--- config.mk ---
export PLATFORM = sky130hd
export DESIGN_NAME = counter_run_ctrl
export DESIGN_NICKNAME = d
export VERILOG_FILES = /design/src/rtl/counter_run_ctrl_pkg.sv /design/src/rtl/counter_run_ctrl_key_debounce.sv /design/src/rtl/counter_run_ctrl.sv
export SDC_FILE = /design/constraint.sdc
export NUM_CORES = 1
export LEC_CHECK = 0
export BUFFER_PORTS_ARGS = -buffer_cell sky130_fd_sc_hd__buf_2
export CAP_MARGIN = 20
export CORE_UTILIZATION = 60
export CTS_BUF_LIST = sky130_fd_sc_hd__clkbuf_8 sky130_fd_sc_hd__clkbuf_16
export DETAILED_ROUTE_END_ITERATION = 10
export PLACE_DENSITY = 0.75
export SYNTH_ARGS = -nofsm -noshare
export SYNTH_HDL_FRONTEND = slang
export SYNTH_HIERARCHICAL = 1
export SYNTH_SLANG_ARGS = --single-unit
--- constraint.sdc ---
create_clock -name clk -period 2.45 [get_ports clk]
set_input_delay 0.245 -clock clk [delete_from_list [all_inputs] [get_ports clk]]
set_output_delay 0.245 -clock clk [all_outputs]
set_load 0.01 [all_outputs]
--- src/rtl/counter_run_ctrl_pkg.sv ---
// Shared definitions for the counter run controller: FSM encodings,
// default timing constants and the saturating step-tally helper.
package counter_run_ctrl_pkg;

    typedef enum logic [1:0] {
        ST_IDLE = 2'd0,
        ST_LOAD = 2'd1,
        ST_RUN  = 2'd2,
        ST_HALT = 2'd3
    } run_state_t;

    localparam int DEF_TICK_DIV   = 50000000;
    localparam int DEF_DEB_CYCLES = 500000;

    localparam logic [7:0] STEPS_MAX = 8'd255;

    // Step tally increment that sticks at the top instead of wrapping.
    function automatic logic [7:0] sat_inc(input logic [7:0] value);
        return (value == STEPS_MAX) ? value : value + 8'd1;
    endfunction

endpackage

--- src/rtl/counter_run_ctrl_key_debounce.sv ---
// Pushbutton conditioner: two-flop synchronizer, stable-level debounce and a
// single-cycle press pulse on each accepted released-to-pressed transition.
module key_debounce #(
    parameter int DEB_CYCLES = 500000
) (
    input  logic clk,
    input  logic reset,
    input  logic key_n,
    output logic press
);

    localparam int CW = $clog2(DEB_CYCLES + 1);
    localparam logic [CW-1:0] CNT_LAST = CW'(DEB_CYCLES - 1);

    logic          sync1;
    logic          sync2;
    logic          level;
    logic [CW-1:0] stable_cnt;

    // Bring the asynchronous key into the clk domain; idle level is released (1).
    always_ff @(posedge clk) begin
        if (reset) begin
            sync1 <= 1'b1;
            sync2 <= 1'b1;
        end else begin
            sync1 <= key_n;
            sync2 <= sync1;
        end
    end

    // Accept a new level only after DEB_CYCLES consecutive differing samples.
    always_ff @(posedge clk) begin
        if (reset) begin
            level      <= 1'b1;
            stable_cnt <= '0;
            press      <= 1'b0;
        end else begin
            press <= 1'b0;
            if (sync2 == level) begin
                stable_cnt <= '0;
            end else if (stable_cnt == CNT_LAST) begin
                level      <= sync2;
                stable_cnt <= '0;
                press      <= ~sync2;
            end else begin
                stable_cnt <= stable_cnt + CW'(1);
            end
        end
    end

endmodule

--- src/rtl/counter_run_ctrl.sv ---
// Sequencing controller for the 3-bit custom-sequence counter: debounces the
// board keys and issues load/step strobes for single-step, free-run and
// stop-on-match operation, keeping a saturating tally of issued steps.
module counter_run_ctrl
    import counter_run_ctrl_pkg::*;
#(
    parameter int TICK_DIV   = DEF_TICK_DIV,
    parameter int DEB_CYCLES = DEF_DEB_CYCLES
) (
    input  logic       clk,
    input  logic       reset,
    input  logic       key_load_n,
    input  logic       key_step_n,
    input  logic       key_run_n,
    input  logic [2:0] sw_load_val,
    input  logic [2:0] sw_stop_val,
    input  logic       sw_stop_en,
    input  logic [2:0] cnt_q,
    output logic       cnt_load,
    output logic [2:0] cnt_load_val,
    output logic       cnt_step,
    output logic [7:0] steps,
    output logic       running,
    output logic       match,
    output logic [1:0] state
);

    localparam int PW = $clog2(TICK_DIV);
    localparam logic [PW-1:0] PRESC_LAST = PW'(TICK_DIV - 1);

    logic          load_ev;
    logic          run_ev;
    logic          step_ev;

    run_state_t    state_q;
    run_state_t    state_d;
    logic [PW-1:0] presc;
    logic [PW-1:0] presc_d;
    logic          step_pending;
    logic          pending_d;
    logic          load_d;
    logic          step_d;
    logic [2:0]    load_val_d;
    logic [7:0]    steps_d;
    logic          tick;
    logic          stop_hit;

    key_debounce #(.DEB_CYCLES(DEB_CYCLES)) u_deb_load (
        .clk   (clk),
        .reset (reset),
        .key_n (key_load_n),
        .press (load_ev)
    );

    key_debounce #(.DEB_CYCLES(DEB_CYCLES)) u_deb_run (
        .clk   (clk),
        .reset (reset),
        .key_n (key_run_n),
        .press (run_ev)
    );

    key_debounce #(.DEB_CYCLES(DEB_CYCLES)) u_deb_step (
        .clk   (clk),
        .reset (reset),
        .key_n (key_step_n),
        .press (step_ev)
    );

    // step_pending is raised the cycle after a free-run strobe, which is when
    // the datapath's cnt_q first shows the stepped value.
    assign tick     = (presc == PRESC_LAST);
    assign stop_hit = step_pending && sw_stop_en && (cnt_q == sw_stop_val);
    assign state    = state_q;

    // Next-state and next-output decode; load beats run beats step.
    always_comb begin
        state_d    = state_q;
        load_d     = 1'b0;
        step_d     = 1'b0;
        load_val_d = cnt_load_val;
        steps_d    = steps;
        presc_d    = '0;
        pending_d  = 1'b0;

        case (state_q)
            ST_IDLE: begin
                if (load_ev) begin
                    state_d = ST_LOAD;
                end else if (run_ev) begin
                    state_d = ST_RUN;
                end else if (step_ev) begin
                    step_d = 1'b1;
                end
            end
            ST_LOAD: begin
                state_d = ST_IDLE;
            end
            ST_RUN: begin
                if (load_ev) begin
                    state_d = ST_LOAD;
                end else if (run_ev) begin
                    state_d = ST_IDLE;
                end else if (stop_hit) begin
                    state_d = ST_HALT;
                end else begin
                    pending_d = cnt_step;
                    if (tick) begin
                        step_d = 1'b1;
                    end else begin
                        presc_d = presc + PW'(1);
                    end
                end
            end
            ST_HALT: begin
                if (load_ev) begin
                    state_d = ST_LOAD;
                end else if (run_ev) begin
                    state_d = ST_RUN;
                end else if (step_ev) begin
                    step_d = 1'b1;
                end
            end
            default: begin
                state_d = ST_IDLE;
            end
        endcase

        if (state_d == ST_LOAD) begin
            load_d     = 1'b1;
            load_val_d = sw_load_val;
            steps_d    = '0;
        end

        if (step_d) begin
            steps_d = sat_inc(steps);
        end
    end

    // State register and registered outputs, all cleared by reset.
    always_ff @(posedge clk) begin
        if (reset) begin
            state_q      <= ST_IDLE;
            presc        <= '0;
            step_pending <= 1'b0;
            cnt_load     <= 1'b0;
            cnt_load_val <= '0;
            cnt_step     <= 1'b0;
            steps        <= '0;
            running      <= 1'b0;
            match        <= 1'b0;
        end else begin
            state_q      <= state_d;
            presc        <= presc_d;
            step_pending <= pending_d;
            cnt_load     <= load_d;
            cnt_load_val <= load_val_d;
            cnt_step     <= step_d;
            steps        <= steps_d;
            running      <= (state_d == ST_RUN);
            match        <= (state_d == ST_HALT);
        end
    end

endmodule

# Word level (Yosys, flattened, before mapping)
# Cells that the tools add are included.
# word_totals
reg_bits,113
latch_bits,0
ramBits,0
mem_bits_ro,0
input_bits,15
out_inout_bits,17
elab_cells,90
n_memories,0
# op_classes
addsub,5
mul,0
n_div,0
magnitude_cmp,0
n_eq_ne,16
shifts,0
mux,18
n_bitwise,10
n_reduce_logical,17
# op_table
cell,count
"19-bit by 1-bit adder with 19-bit output, second input constant",3
"19-bit equality test, second input constant",3
"26-bit by 1-bit adder with 26-bit output, second input constant",1
"26-bit equality test, second input constant",1
8-bit two-way mux,3
3-bit OR reduction,6
2-bit two-way mux,5
1-bit inverter,10
"8-bit by 1-bit adder with 8-bit output, second input constant",1
"2-bit equality test, second input constant",4
"8-bit equality test, second input constant",1
1-bit two-way mux,8
2-bit AND reduction,4
2-bit one-hot mux with 3 select lines,1
6-bit OR reduction,1
5-bit OR reduction,1
"2-bit by 1-bit equality test with 1-bit output, second input constant",2
1-bit equality test,3
3-bit equality test,1
1-bit logical AND,2
2-bit logical NOT,1
"2-bit inequality test, second input constant",1
1-bit one-hot mux with 2 select lines,1
2-bit nonzero test,1
2-bit OR reduction,1

# Logic depth before layout (Yosys ltp)
# logic_depth
depth_word,9
ltp_mapped,8
depth_no_buf,7

# Modules after synthesis
# Netlist, hierarchy kept.
# by_module_without_submodules
mod,n_inst,cells_each,area_each_um2,seq_area_each_um2
counter_run_ctrl,1,247,2245.9,880.8
key_debounce at u_deb_load ...,2,111,1017.2,460.4
key_debounce at u_deb_step,1,113,1006.0,460.4

# Least setup slack after synthesis
# Ideal clock, no wire load.
# synth_path
kind,register -> register
startpoint,"register state_q[1], in the netlist state[1]"
endpoint,register steps[2]
setup_ns,0.146
arrival_time_ns,1.778
t_required_ns,2.304
path_slack_ns,0.526
stages_incl_launch_ff,7
path_buffers,0
period_less_slack_ns,1.924
path_cell_list,dfxtp_1 ha_1 and4b_1 nand4_2 a21o_2 o41ai_4 a221oi_2
# synth_via
elab_chain_cells,7
word_cells_on_any_way,17
cone_classes,eq/ne: 5; mux: 8; reduce/logical: 4
# synth_lines
item,line,text
from (decl),counter_run_ctrl.sv:35,run_state_t state_q;
from (signal assigned),counter_run_ctrl.sv:152,state_q <= state_d;
2-bit two-way mux,counter_run_ctrl.sv:103,end else if (stop_hit) begin
2-bit two-way mux,counter_run_ctrl.sv:101,end else if (run_ev) begin
2-bit two-way mux,counter_run_ctrl.sv:99,if (load_ev) begin
2-bit one-hot mux with 3 select lines,counter_run_ctrl.sv:85,case (state_q)
2-bit by 1-bit equality test with 1-bit output,counter_run_ctrl.sv:128,if (state_d == ST_LOAD) begin
2-bit nonzero test (no line),-,
2-bit AND reduction (no line),-,
to (signal assigned),counter_run_ctrl.sv:158,steps <= steps_d;
to (decl),counter_run_ctrl.sv:22,"output logic [7:0] steps,"
# Parallel ways exist; a longest one is shown, timed or not.
# A chain may end at the register's enable or synchronous reset.

# Worst setup path in the final report
# layout_path
startpoint,register u_deb_run.stable_cnt[12]
endpoint,register u_deb_run.stable_cnt[10]
# layout_via
elab_chain_cells,2
# layout_lines
item,line,text
from (decl),counter_run_ctrl_key_debounce.sv:18,logic [CW-1:0] stable_cnt;
from (signal assigned),counter_run_ctrl_key_debounce.sv:46,stable_cnt <= stable_cnt + CW'(1);
19-bit equality test,counter_run_ctrl_key_debounce.sv:41,end else if (stable_cnt == CNT_LAST) begin
3-bit OR reduction (no line),-,
# Every way passes these cells.

==> impl_metrics.json <==
{
  "clkPwrFrac_pct": 55.6,
  "path_cells": "or4_1 > or4_4 > o21ai_4 > nor2_1",
  "powerDensity_nw_per_um2": 706,
  "fill_cells": 639,
  "vias_per_cell": 5.82,
  "end_kind": "flop",
  "period_needed_ps": 2090,
  "worst_slew_pin_slew_ps": 594,
  "die_area_um2": 9190,
  "h-tree-depth": 4,
  "root_buffer": "clkbuf_8",
  "clock_path_buffers": 2,
  "r2r_end": "u_deb_run/stable_cnt[10]",
  "die_x_um": 95.9,
  "clock_latency_ps": 500,
  "grt_pass1_wl_mm": 18.2,
  "crit_required_ps": 2820,
  "die_h_um": 95.9,
  "p_sw_uw": 851,
  "ff_latch_area_um2": 2260,
  "cellLeakagePower_nw": 2.01,
  "gr-usage-all-layers_pct": 25.8,
  "hold_path.class": "input port to flop",
  "rr_worst_depth": 4,
  "cp_slowest_stage_delay_ps": 540,
  "hold_end": "cnt_load_val[0]",
  "syn_area_um2": 5290,
  "ant_nets": 0,
  "gp_congestion": 0.942,
  "p_sw_share_pct": 19.8,
  "final_layout_size_suffix_gt1_share_pct": 15.3,
  "path_clk_slew_ps": 50,
  "synth_area_leader_cell": "dfxtp_1",
  "rr_startpoint": "u_deb_run/stable_cnt[12]",
  "yosysWarnings": 6,
  "place_hpwl_mm": 7.19,
  "cts_tree": "built",
  "ys_seq_area_share_pct": 42.8,
  "rsz0062_at_grt": "false",
  "finalHoldViolations": 0,
  "diodes": 0,
  "synth.avg_cell_area_um2": 9.08,
  "relSlewSlack_pct": 60.0,
  "period_share_pct": 85.3,
  "drv_slew": 0,
  "wire_per_inst_um": 14.4,
  "antenna_found_initial": 0,
  "ys_async_sr_fraction_pct": 0,
  "cts.sinks": 113,
  "area_growth_pct": 15.4,
  "post_cts_buffers": 0,
  "synth.net_count": 604,
  "drt_iter0_markers": 181,
  "netlist_instances": 582,
  "maxCapViolations": 0,
  "grt_pass1_vias": 4051,
  "start_kind": "flop",
  "fin_worst_skew_ps": 8.23,
  "core_area_um2": 8380,
  "p_seq_share_pct": 43.0,
  "synth_ff_type": "dfxtp_1",
  "status": "finished, final reports clean",
  "multi_input_area_um2": 2830,
  "portBuffers": 31,
  "grt_overflow": 0,
  "ys_types": 59,
  "holdCritStartpoint": "sw_load_val[0]",
  "yosys-top-cells-area": "dfxtp_1 43%, xnor2_1 8.6%, nor2_1 7.0%",
  "grt_start_max_net_pins": 32,
  "arrival_ps": 2460,
  "synth_edf_count": 0,
  "synth_top_area_share_pct": 42.8,
  "numCtsBuffers": 17,
  "slowest_stage": "or4_4",
  "routed_wl_mm": 10.7,
  "fmax_ghz": 0.478,
  "peakVddDrop_uv": 412,
  "combPwrFrac_pct": 1.5,
  "vias": 4311,
  "tns_ps": 0,
  "hold_path_depth": 3,
  "final_core_util_pct": 72.8,
  "rrSetupSlack_ps": 360,
  "finalSetupViolations": 0,
  "rows": 33,
  "ys_ff_latch": 113,
  "start_util_pct": 63.1,
  "internal_power_mw": 3.45,
  "pin_count": 32,
  "drc_errors": 0,
  "worstSetupPathType": "flop to flop",
  "crit_fanout": 18,
  "drt_first_pass_iters": 4,
  "nNetsFinal": 646
}
[final cells by class]
| type | instances | share of cell area (%) |
|---|---|---|
| clock inverters | 12 | 2.34 |
| repair buffers | 37 | 3.45 |
| clock buffers | 19 | 7.24 |
| well taps | 105 | 2.15 |
| inverters | 22 | 1.35 |
| flip-flops and latches | 113 | 37.1 |
| multi-input cells | 433 | 46.4 |
[cell usage in the layout, fill, tap and decap left out, types with 4 or more instances in the layout]
cell,n
dfxtp_1,113
nor2_1,98
xnor2_1,52
nand3_1,31
buf_2,31
nand4_1,25
inv_1,24
nor3_1,24
nand2_1,22
nor4_1,21
xor2_1,17
and3_1,16
clkbuf_16,16
a21oi_1,14
o21ai_0,11
or2_2,8
nor4b_1,7
ha_1,7
and2_1,6
o22ai_1,5
and4_1,5
mux2i_1,5
or3_1,4
clkinvlp_4,4
dlygate4sd3_1,4
or4_1,4
[state kept, by name, indices dropped and copies added, names as in the netlist, 2 cells and up]
| register | count |
|---|---|
| state | 2 |
| presc | 26 |
| u_deb_run/stable_cnt | 19 |
| u_deb_load/stable_cnt | 19 |
| cnt_load_val | 3 |
| steps | 8 |
| u_deb_step/stable_cnt | 19 |
[per-stage QoR]
stage | total power, mW | hold WS (ps) | cells | setup slack (ps) | area [um^2]
after global placement | 1.94 | 395 | 706 | 427 | 5480
after CTS | 4.34 | 4.02 | 741 | 364 | 6100
final | 4.30 | 32.9 | 741 | 359 | 6100
after detailed placement | 1.95 | 397 | 706 | 371 | 5480
after global routing | 4.44 | 19.6 | 741 | 227 | 6100
after floorplan | 1.92 | 349 | 582 | 526 | 5290
[worst max-delay path: cells and delay by family (launching register included)]
| family | cells | cell delay, ps |
|---|---|---|
| flip-flops | 1 | 340 |
| AND/OR/NAND/NOR | 3 | 1180 |
| AO/OA/AOI/OAI | 1 | 430 |
[routing by layer]
layer / GRT usage, % / vias up / part of all wire, %
met5: 0 / - / 0
met4: 9.20 / 0 / 1.0
met3: 6.95 / 12 / 5.6
met2: 41.9 / 133 / 47
met1: 32.8 / 2008 / 47
li1: - / 2158 / -
[power by group through the flow]
| stage | Clock (mW) | Sequential (mW) | Combinational (mW) |
|---|---|---|---|
| floorplan | 0 | 1.89 | 0.0337 |
| global placement | 0 | 1.89 | 0.0559 |
| detailed placement | 0 | 1.89 | 0.0575 |
| CTS | 2.43 | 1.85 | 0.0627 |
| global route | 2.53 | 1.85 | 0.0683 |
| finish | 2.39 | 1.85 | 0.0624 |
[Yosys cell counts (3+ instances only)]
master / n
clkbuf_1: 3
a21oi_1: 14
xor2_1: 17
nor2_1: 98
nand2_1: 22
nand3_1: 31
nor4_1: 21
mux2i_1: 5
xnor2_2: 3
nor4b_1: 7
and2_1: 6
ha_1: 7
or4_1: 4
or3_1: 4
dfxtp_1: 113
o31ai_1: 3
buf_6: 7
buf_2: 3
a211oi_2: 3
nor3_1: 24
inv_1: 22
o22ai_1: 5
and3_1: 16
o21ai_0: 11
and4_1: 5
or2_2: 8
nand4_1: 25
xnor2_1: 52
[timing repair]
| item | 4_1_cts | 5_1_grt |
|---|---|---|
| endpoints found under the hold margin | 4 | 0 |
| gates resized for setup | 0 | 0 |
| hold buffers | 4 | 0 |
[logic make-up (layout without fill, tap and decap cells)]
logic type / count (synthesis) / count (layout) / synth area share [%]
buffers and inverters: 36 / 90 / 3.69
muxes: 5 / 5 / 0.947
DFF: 113 / 113 / 42.8
AOI/OAI and AO/OA: 53 / 53 / 7.83
adders and majority gates: 7 / 7 / 1.66
and+or+nand+nor: 296 / 296 / 30.7
xor gates and xnor gates: 72 / 72 / 12.4
[how the worst max path moves through the flow]
stage                                   startpoint                  endpoint  cells past startpoint
final                     u_deb_run/stable_cnt[12]  u_deb_run/stable_cnt[10]                      4
after global routing                      state[0]                  steps[5]                      7
after CTS                 u_deb_run/stable_cnt[12]  u_deb_run/stable_cnt[16]                      4
after detailed placement                  state[1]                  steps[5]                      6
after global placement    u_deb_run/stable_cnt[12]  u_deb_run/stable_cnt[10]                      4
after floorplan                           state[1]                  steps[2]                      6
Power figures use the tool's default switching activity.
